## src/rtl/vector_mem_reader.sv

```systemverilog
// Walks a word-addressed range of the vector data memory and serialises each
// vecSize-lane word onto a valid/ready byte stream, lane 0 first.
module vector_mem_reader #(
  parameter int unsigned vecSize        = 4,
  parameter int unsigned dataSize       = 8,
  parameter int unsigned addressingSize = 16
) (
  input  logic                                clk,
  input  logic                                reset,
  input  logic                                start,
  input  logic [addressingSize-1:0]           baseAddr,
  input  logic [addressingSize-1:0]           wordCount,
  output logic                                memReadEn,
  output logic [addressingSize-1:0]           memAddr,
  input  logic [vecSize-1:0][dataSize-1:0]    memReadData,
  output logic [dataSize-1:0]                 outByte,
  output logic                                outValid,
  input  logic                                outReady,
  output logic                                busy,
  output logic                                done
);

  localparam int unsigned LaneW = (vecSize > 1) ? $clog2(vecSize) : 1;
  localparam logic [LaneW-1:0] LastLane = LaneW'(vecSize - 1);

  typedef enum logic [2:0] {
    StIdle,
    StFetch,
    StCapture,
    StSend,
    StFinish
  } state_e;

  state_e                             state_q, state_d;
  logic [addressingSize-1:0]          addr_q, addr_d;
  logic [addressingSize-1:0]          remaining_q, remaining_d;
  logic [LaneW-1:0]                   lane_q, lane_d;
  logic [vecSize-1:0][dataSize-1:0]   buf_q, buf_d;

  always_comb begin
    state_d     = state_q;
    addr_d      = addr_q;
    remaining_d = remaining_q;
    lane_d      = lane_q;
    buf_d       = buf_q;
    memReadEn   = 1'b0;
    memAddr     = '0;
    outValid    = 1'b0;
    outByte     = '0;
    busy        = (state_q != StIdle);
    done        = 1'b0;

    case (state_q)
      StIdle: begin
        if (start) begin
          addr_d      = baseAddr;
          remaining_d = wordCount;
          lane_d      = '0;
          state_d     = (wordCount == '0) ? StFinish : StFetch;
        end
      end
      StFetch: begin
        memReadEn   = 1'b1;
        memAddr     = addr_q;
        remaining_d = remaining_q - 1'b1;
        state_d     = StCapture;
      end
      StCapture: begin
        buf_d   = memReadData;
        lane_d  = '0;
        state_d = StSend;
      end
      StSend: begin
        outValid = 1'b1;
        outByte  = buf_q[lane_q];
        if (outReady) begin
          lane_d = lane_q + 1'b1;
          // remaining was already decremented in FETCH, so zero means last word
          if (lane_q == LastLane) begin
            if (remaining_q == '0) begin
              state_d = StFinish;
            end else begin
              addr_d  = addr_q + 1'b1;
              state_d = StFetch;
            end
          end
        end
      end
      StFinish: begin
        done    = 1'b1;
        state_d = StIdle;
      end
      default: state_d = StIdle;
    endcase
  end

  always_ff @(posedge clk) begin
    if (reset) begin
      state_q     <= StIdle;
      addr_q      <= '0;
      remaining_q <= '0;
      lane_q      <= '0;
      buf_q       <= '0;
    end else begin
      state_q     <= state_d;
      addr_q      <= addr_d;
      remaining_q <= remaining_d;
      lane_q      <= lane_d;
      buf_q       <= buf_d;
    end
  end

endmodule

```

## config.mk

```make
export PLATFORM = sky130hd
export DESIGN_NAME = vector_mem_reader
export DESIGN_NICKNAME = d
export VERILOG_FILES = /design/src/rtl/vector_mem_reader.sv
export SDC_FILE = /design/constraint.sdc
export NUM_CORES = 1
export LEC_CHECK = 0
export ABC_AREA = 1
export CAP_MARGIN = 30
export CORE_MARGIN = 1
export CORE_UTILIZATION = 50
export CTS_BUF_LIST = sky130_fd_sc_hd__clkbuf_8 sky130_fd_sc_hd__clkbuf_16
export CTS_CLUSTER_SIZE = 10
export DETAILED_ROUTE_END_ITERATION = 10
export GPL_TIMING_DRIVEN = 0
export PLACE_DENSITY = 0.77
export RECOVER_POWER = 100
export SYNTH_ARGS = -nofsm -noshare
export SYNTH_HDL_FRONTEND = slang
export SYNTH_SLANG_ARGS = --single-unit
```

## constraint.sdc

```tcl
create_clock -name clk -period 2.08 [get_ports clk]
set_input_delay 0.312 -clock clk [delete_from_list [all_inputs] [get_ports clk]]
set_output_delay 0.312 -clock clk [all_outputs]
set_load 0.02 [all_outputs]
```

[Word level (Yosys, flattened, before mapping)]
Index checks and enable logic that the tools add are counted.
Storage, ports and cells
  bits in registers: 69
  bits in latches: 0
  RAM bits: 0
  ROM bits: 0
  input bits: 68
  output and inout port bits: 28
  logic and storage cells: 55
  memories kept: 0
Operators by class
  add/sub/neg operators: 3
  multiply operators: 0
  divide/modulo/power cells: 0
  $lt $le $gt $ge: 1
  equality and inequality tests: 9
  shifts and indexed selects: 0
  mux-type cells: 23
  bitwise operators: 0
  reductions and logical operators: 11
Operator list (count)
  16-bit 2-to-1 mux: 6
  16-bit one-hot mux with 2 select lines: 2
  16-bit zero test: 2
  16-bit by 1-bit adder with 16-bit output (second input constant): 1
  8-bit binary-select mux with 2-bit select: 1
  8-bit 2-to-1 mux: 2
  16-bit by 1-bit subtractor with 16-bit output (second input constant): 1
  3-bit 2-to-1 mux: 5
  3-bit one-hot mux with 4 select lines: 1
  2-bit inequality test (second input constant): 4
  3-bit by 2-bit == test with 1-bit output (second input constant): 2
  2-bit one-hot mux with 3 select lines: 1
  3-bit AND reduction: 2
  3-bit nonzero test: 2
  5-bit AND reduction: 1
  2-bit 2-to-1 mux: 2
  2-bit nonzero test: 2
  3-bit by 1-bit == test with 1-bit output (second input constant): 1
  3-bit == test (second input constant): 1
  3-bit zero test: 1
  2-bit by 3-bit less-than comparator with 1-bit output (second input constant): 1
  1-bit 2-to-1 mux: 3
  2-bit by 1-bit adder with 2-bit output (second input constant): 1
  2-bit == test (second input constant): 1
  2-bit AND reduction: 1

[Logic depth before layout (Yosys ltp)]
Gate-level depths: netlist of run 1.
  depth after elaboration: 5
  depth in mapped cells: 11
  depth with buffers taken out: 10

[Least setup slack after synthesis of run 1]
No wires, ideal clock.
  kind: register to output
  start point: register state_q[0]
  end point: output port memAddr[0]
  arrival: 1.438 ns
  data required time: 1.768 ns
  path slack: 0.330 ns
  stages on the path, launching flop included: 7
  buffers on the path: 2
  path through: dfxtp_1 > nand2_1 > nor2_2 > inv_2 > buf_2 > buf_1 > nor2_1
Between the ends
  word-level cells in the longest chain between the ends: 2
Ends and longest elaborated chain
  start: declaration: RTL line 34  | state_e state_q, state_d;
  start signal: assignment: RTL line 99  | state_q <= StIdle;
  start signal: assignment: RTL line 105  | state_q <= state_d;
  3-bit by 1-bit == test with 1-bit output: RTL line 53  | case (state_q)
  16-bit 2-to-1 mux: RTL line 53
  end: declaration: RTL line 14  | output logic [addressingSize-1:0] memAddr,
Every way passes these cells.

[Final worst setup path of run 1]
  start point: register state_q[1]
  end point: output port memReadEn
Between the ends
  word-level cells in the longest chain between the ends: 2
Ends and longest elaborated chain
  3-bit by 1-bit == test with 1-bit output: RTL line 53
  1-bit 2-to-1 mux: RTL line 53
  end: declaration: RTL line 13  | output logic memReadEn,
Every way passes these cells.

==> summary.md, run 1 <==
| Metric | Value |
|---|---|
| Setup-failing EPs final | `0` |
| Hold path cells | `2` |
| Netlist cell types | `36` |
| Via density | `5.40` |
| Remaining DRCs | `0` |
| Worst Hold End | `state_q[1]` |
| Ant. Diodes | `0` |
| Slew @ Worst Pin | `roughly 540 ps` |
| Root buffer cell | `clkbuf_8` |
| P_leak | `~2.2 nW` |
| Fin crit share | `0.963` |
| Yosys top cell by area | `dfxtp_1` |
| Share of flip-flops with an asynchronous set or reset | `0` |
| Max Fclk | `approximately 0.50 GHz` |
| Clock transition at the registers of the reported paths | `90 ps` |
| Commonest cells in the netlist | `168 x nand2_1, 108 x nor2_1, 77 x a21oi_1` |
| DR pass1 iterations | `5` |
| Worst r2r src | `state_q[1]` |
| Post-route cell area | `around 5300 sq um` |
| Crit-path max cell delay | `370 ps` |
| Mapped Cells | `around 660` |
| Crit-path max FO | `11` |
| Flops & latches, synth | `roughly 70` |
| Reg2reg setup slack | `190 ps` |
| Rows | `32` |
| Global-route wire length before repair | `~20 mm` |
| Max clock buf depth | `2` |
| Worst hold-check path type | `in2reg` |
| Top-Level Pins | `96` |
| Slowest CP cell | `dfxtp_1` |
| Period minus WS final | `~2000 ps` |
| ANT nets after route | `0` |
| Final hold slack | `314 ps` |
| Grt ovf | `0` |
| Dpl hpwl | `9.34 mm` |
| Final hold violation count | `0` |
| Clock Latency Late Sink | `approximately 360 ps` |
| Core footprint | `between 7000 and 8000 sq um` |
| Initial Util | `0.520` |
| CP Class | `reg2out` |
| Placed Area | `5120 sq um` |
| CP Launch Type | `flip-flop` |
| Fin nets | `834` |
| TritonCTS clock tree | `built` |
| Hold Crit Start | `reset` |
| EDFF count, synth | `0` |
| Clock skew | `14.3 ps` |
| Synth-to-layout area growth | `29.6%` |
| Die area | `8480 sq um` |
| Die Y | `~92 um` |
| CP Cell Sequence | `inv_1 -> nand2_1 -> nor2_4 -> buf_4 -> clkbuf_4 -> clkdlybuf4s15_2` |
| Drt total wl | `12.3 mm` |
| Cell with the most instances after synthesis | `nand2_1` |
| Yosys top cell area share | `0.340` |
| Number of global-route vias before repair | `between 4,000 and 5,000` |
| Cells after DPL | `~860` |
| Status | `finished, final reports clean` |
| Slew HR | `0.639` |
| P per Cell Area | `1370 nW/um^2` |
| Top post-synthesis cells by area | `dfxtp_1 34%, nand2_1 16%, nor2_1 10%` |
| Post-Syn Area per Cell | `approximately 6 sq um` |
| Die width | `between 90 and 100 um` |
| Seq/Total Area, Yosys | `0.340` |
| Ys Warns | `0` |
| Vias | `~4,700` |
| Post-CTS Hold Fix Bufs | `0` |
| PortBufs | `between 90 and 100` |
| Dpl ws | `-425 ps` |
| Mapped Nets | `733` |
| CP arrival | `around 1700 ps` |
| Crit. End Element | `output port` |
| RSZ-0062 raised after global routing | `no` |
| MaxCap Viol Count | `0` |
| H-tree depth | `3` |
| Pins Over Slew Limit | `0` |
| GP Congestion | `0.900` |
| Cells on worst reg2reg path | `8` |
| Antenna violations before repair | `0` |
| Post-synth top flop | `dfxtp_1` |
| Filler cells | `roughly 740` |
| Setup ws final | `between 70 and 80 ps` |
| Post-synthesis cell area | `roughly 4100 sq um` |
| Num CTS Buffers | `9` |
| Tot GR Track Use | `0.301` |
| Final Non-Filler Cells | `slightly below 900` |
| Sinks on the clock net | `69` |
| R2r endpoint | `remaining_q[13]` |
| Layout cell share with drive strength beyond 1 | `0.0846` |
| Worst vdd rail ir drop | `0.807 mV` |
| Data required, critical path | `between 1500 and 2000 ps` |
| Initial DRC count | `around 300` |
| DR WL/cell | `approximately 14 um` |
| Largest net degree at the start of global routing | `20` |
state kept, by name, indices dropped and copies added, names as in the netlist:
| signal | count |
|---|---|
| remaining_q | 16 |
| state_q | 3 |
| buf_q | 32 |
| addr_q | 16 |
| lane_q | 2 |
critical path: cells and delay by family (launching register included):
family                 cells  cell delay [ps]
AND/OR/NAND/NOR            2              240
flip-flops                 1              370
buffers and inverters      4              720
per-layer routing:
metal	vias up	GRT usage	part of all wire
met5	-	0	0
met3	29	0.0357	0.066
li1	2352	-	-
met1	2127	0.388	0.43
met4	0	0.141	0.030
met2	192	0.501	0.47
kinds of logic after synthesis:
family,share of synthesized area
xor gates and xnor gates,0.00863
DFF,0.340
adders and majority gates,0.00925
and+or+nand+nor,0.372
AOI/OAI and AO/OA,0.177
buffers and inverters,0.0931
cell type report:
class	instances	area [sq um]	area share
Multi-Input combinational cell	500	2310	0.439
Clock inverter	6	71.3	0.0135
Timing Repair Buffer	96	867	0.165
Inverter	62	238	0.0452
Sequential cell	69	1390	0.264
Clock buffer	10	138	0.0261
Tap cell	102	128	0.0242
Buffer	25	125	0.0238
layout by cell type, fill, tap and decap left out, types with 3 or more instances in the layout:
cell,n
buf_4,5
clkbuf_8,10
a31oi_1,3
dlygate4sd2_1,9
inv_2,3
nand4_1,7
ha_1,3
a21oi_1,77
dfxtp_2,3
o21ai_0,51
nor2_4,3
buf_2,3
xor2_1,3
nor2_1,109
clkbuf_2,15
nand3b_1,4
clkbuf_1,17
nand3_1,51
clkdlybuf4s50_1,66
dfxtp_1,65
inv_1,55
nand2_1,168
worst max path at each step:
stage / start / endpoint / slack [ps] / cells past startpoint
floorplan: state_q[0] / memAddr[0] / 330 / 6
global placement: state_q[0] / memAddr[4] / -410 / 7
detailed placement: state_q[0] / memAddr[4] / -430 / 7
CTS: state_q[1] / memAddr[4] / -20 / 7
global route: lane_q[1] / outByte[7] / 6 / 5
finish: state_q[1] / memReadEn / 80 / 6
per-stage QoR:
step	power, mW	setup TNS [ps]	util
finish	7.20	0	0.674
global route	7.79	0	0.674
CTS	7.17	-25.0	0.685
detailed placement	6.01	-6980	0.656
global placement	5.90	-6380	0.656
floorplan	4.87	0	-
power by group:
group          internal, mW  total (mW)  leakage (nW)  switching [mW]
Combinational          1.34        3.81          1.56            2.47
Sequential             1.81        2.22         0.569           0.416
Clock                 0.595        1.16        0.0991           0.570
Total                  3.74        7.20          2.23            3.46
timing repair:
action                                  4_1_cts  5_1_grt
setup buffers                                 2        1
endpoints found under the setup margin       27       22
pin swaps                                     1        1
gates resized for setup                      64       26
Power figures use the tool's default switching activity.
==> run 2, diff against run 1 <==
CORE_UTILIZATION = 64   (was 50)
CTS_BUF_LIST = sky130_fd_sc_hd__clkbuf_16   (was sky130_fd_sc_hd__clkbuf_8 sky130_fd_sc_hd__clkbuf_16)
DONT_BUFFER_PORTS = 1   (was not set)
HOLD_SLACK_MARGIN = 0.03   (was not set)
==> run 2 against run 1 <==
Effect of this change: sequential share of layout area grew 3.7 points; global-route usage grew 5.2 points; register-to-register slack is essentially flat; via count shrank 6.4%; critical path depth shrank 1; sequential power is essentially flat; first-iteration DRC count grew 28%; design area shrank 13%; sequential cell count is the same; critical path type unchanged.
==> summary.md, run 2 (synthesis results as in run 1) <==
| Metric | Value |
|---|---|
| Status | `finished, final reports clean` |
| GP Congestion | `0.953 (+5.8%)` |
| Largest net degree at the start of global routing | `14 (-30%)` |
| CP Launch Type | `flip-flop` |
| DR WL/cell | `15.4 um (+8.8%)` |
| DR pass1 iterations | `5 (unchanged)` |
| Met1 usage in global routing | `0.468 (+0.0795)` |
| Post-CTS Hold Fix Bufs | `0 (unchanged)` |
| ANT nets after route | `0 (unchanged)` |
| Most frequent cells in the layout | `168 x nand2_1, 98 x nor2_1, 69 x a21oi_1, 67 x dfxtp_1, 54 x inv_1` |
| CP Class | `reg2out` |
| Sequential share of power | `0.294 (-0.015)` |
| Number of global-route vias before repair | `3,729 (-15%)` |
| MaxCap Viol Count | `0 (unchanged)` |
| Worst vdd rail ir drop | `0.919 mV (+14%)` |
| Vias | `4,397 (-6.4%)` |
| Grt ovf | `0 (unchanged)` |
| Dpl hpwl | `8.22 mm (-12%)` |
| Clock Latency Late Sink | `340 ps (-20 ps)` |
| CP arrival | `1690 ps (about the same)` |
| Slowest CP cell | `clkbuf_1` |
| CP Cell Sequence | `inv_1 -> nand2_1 -> nor2_4 -> buf_4 -> clkbuf_1` |
| Clock skew | `7.81 ps (-6.53 ps)` |
| Max clock buf depth | `2 (unchanged)` |
| Worst path top cell family by delay | `buffers and inverters` |
| Rows | `28 (-13%)` |
| Synth-to-layout area growth | `13.3%` |
| Top-Level Pins | `96 (unchanged)` |
| Tot GR Track Use | `0.353 (+0.0521)` |
| Root buffer cell | `clkbuf_16` |
| Initial DRC count | `380 (+28%)` |
| Combinational power share | `0.499 (-0.030)` |
| Setup-failing EPs final | `0 (unchanged)` |
| Core footprint | `6030 sq um (-23%)` |
| Top Registers | `buf_q x32, addr_q x16, remaining_q x16` |
| Global-route wire length before repair | `17.7 mm (-13%)` |
| Antenna violations before repair | `0 (unchanged)` |
| Internal | `3.92 mW (+5.0%)` |
| Met2 GRT Util | `0.578 (+0.0763)` |
| CP bufs+invs | `3 (-1)` |
| Cells after DPL | `737 (-14%)` |
| Fin Setup TNS | `0 ps (unchanged)` |
| Drt total wl | `11.6 mm (-5.9%)` |
| RSZ-0062 raised after global routing | `yes` |
| Layout cell share with drive strength beyond 1 | `0.100 (+0.0157)` |
| Post-route cell area | `4600 sq um (-13%)` |
| Crit-path max cell delay | `530 ps (+160 ps)` |
| Via density | `5.84 (+8.1%)` |
| Crit. End Element | `output port` |
| Die Y | `81.7 um (-11%)` |
| Placed Area | `4150 sq um (-19%)` |
| TritonCTS clock tree | `built` |
| Fin nets | `744 (-11%)` |
| PortBufs | `0 (-100%)` |
| Slew HR | `0.541 (-0.0973)` |
| Sinks on the clock net | `69 (unchanged)` |
| Final hold violation count | `0 (unchanged)` |
| Worst hold-check path type | `in2reg` |
| Num CTS Buffers | `9 (unchanged)` |
| Busiest layer in global routing | `met2` |
| Ant. Diodes | `0 (unchanged)` |
| Biggest register | `buf_q` |
| H-tree depth | `3 (unchanged)` |
| Slew @ Worst Pin | `688 ps (+146 ps)` |
| Die area | `6670 sq um (-21%)` |
| WP depth | `5 (-1)` |
| Crit-path max FO | `10 (-1)` |
| Period minus WS final | `2000 ps (+0.592 ps)` |
| Data required, critical path | `1770 ps (about the same)` |
| Final Non-Filler Cells | `753 (-13%)` |
| Max reg flops | `32 (unchanged)` |
| NetSw | `3.62 mW (+4.5%)` |
| Most common cell after layout, fill and taps aside | `nand2_1` |
| Fin crit share | `0.963 (about the same)` |
| Pins Over Slew Limit | `0 (unchanged)` |
| Hold path cells | `2 (unchanged)` |
| Clock share of power | `0.207 (+0.045)` |
| Met3 Use GR | `0.0789 (+0.0432)` |
| Clock transition at the registers of the reported paths | `60 ps (-30 ps)` |
| Filler cells | `512 (-31%)` |
| Die width | `81.7 um (-11%)` |
| P per Cell Area | `1640 nW/um^2 (+20%)` |
| Switching Share | `0.480 (-0.00108)` |
| Remaining DRCs | `0 (unchanged)` |
| Max Fclk | `0.499 GHz (about the same)` |
| Initial Util | `0.674 (+0.154)` |
| Cells on worst reg2reg path | `10 (+2)` |
| Design Power | `7.54 mW (+4.8%)` |
| P_leak | `1.86 nW (-16%)` |
run 2: cell count changes in the layout (fill, tap and decap cells not counted), sizes merged:
| cell | before | now |
|---|---|---|
| inv | 60 | 61 |
| clkdlybuf4s50 | 66 | 0 |
| dlygate4sd2 | 9 | 0 |
| clkinv | 5 | 4 |
| clkinvlp | 2 | 3 |
| clkdlybuf4s15 | 3 | 0 |
| clkbuf | 43 | 30 |
run 2: final timing paths:
path,start,to,slack (ps)
setup reg to reg,remaining_q[0],addr_q[6],180
hold reg to reg,buf_q[22],buf_q[22],470
hold / removal,memReadData[0],buf_q[0],130
setup / recovery,state_q[1],memReadEn,80
run 2: power by group through the flow:
| stage | clock network [mW] | logic, mW | registers [mW] |
|---|---|---|---|
| after floorplan | 0 | 2.79 | 2.08 |
| after global placement | 0 | 3.37 | 2.17 |
| after detailed placement | 0 | 3.47 | 2.19 |
| after CTS | 1.56 | 3.67 | 2.17 |
| after global routing | 1.61 | 4.19 | 2.27 |
| final | 1.56 | 3.76 | 2.22 |
run 2: repair_timing:
item | 4_1_cts | 5_1_grt
endpoints found under the setup margin | 25 | 24
setup buffers | 0 | 1
pin swaps | 0 | 1
hold endpoints to repair | 0 | 0
gates resized for setup | 36 | 9
run 2: final cells by class:
| class | instances | area, sq um | area share |
|---|---|---|---|
| Buffer | 30 | 158 | 0.0343 |
| Multi-Input combinational cell | 500 | 2420 | 0.527 |
| Clock inverter | 7 | 73.8 | 0.0160 |
| Tap cell | 75 | 93.8 | 0.0204 |
| Inverter | 62 | 235 | 0.0511 |
| Sequential cell | 69 | 1380 | 0.301 |
| Timing Repair Buffer | 1 | 7.51 | 0.00163 |
| Clock buffer | 9 | 225 | 0.0490 |
run 2: routing by layer:
layer,vias to the layer above,routed length (um)
li1,2164,-
met1,1985,4970
met2,220,5360
met3,28,1030
met4,0,231
met5,-,0
run 2: per-stage QoR:
step,hold WS (ps),worst slack [ps],util
global route,135,-12.6,0.763
floorplan,430,330,-
global placement,445,78.1,0.689
finish,132,76.5,0.763
CTS,133,2.15,0.760
detailed placement,451,41.6,0.689
run 2: worst register-to-register path, cell delays in order (launching register included):
cell and delay [ps]:
dfxtp_1 310, inv_1 120, ha_1 220, nand3_1 180, nor2_2 280, nand4_4 220
nand2_4 150, buf_6 150, nand2_1 70, nand2_1 70, nor2_1 40
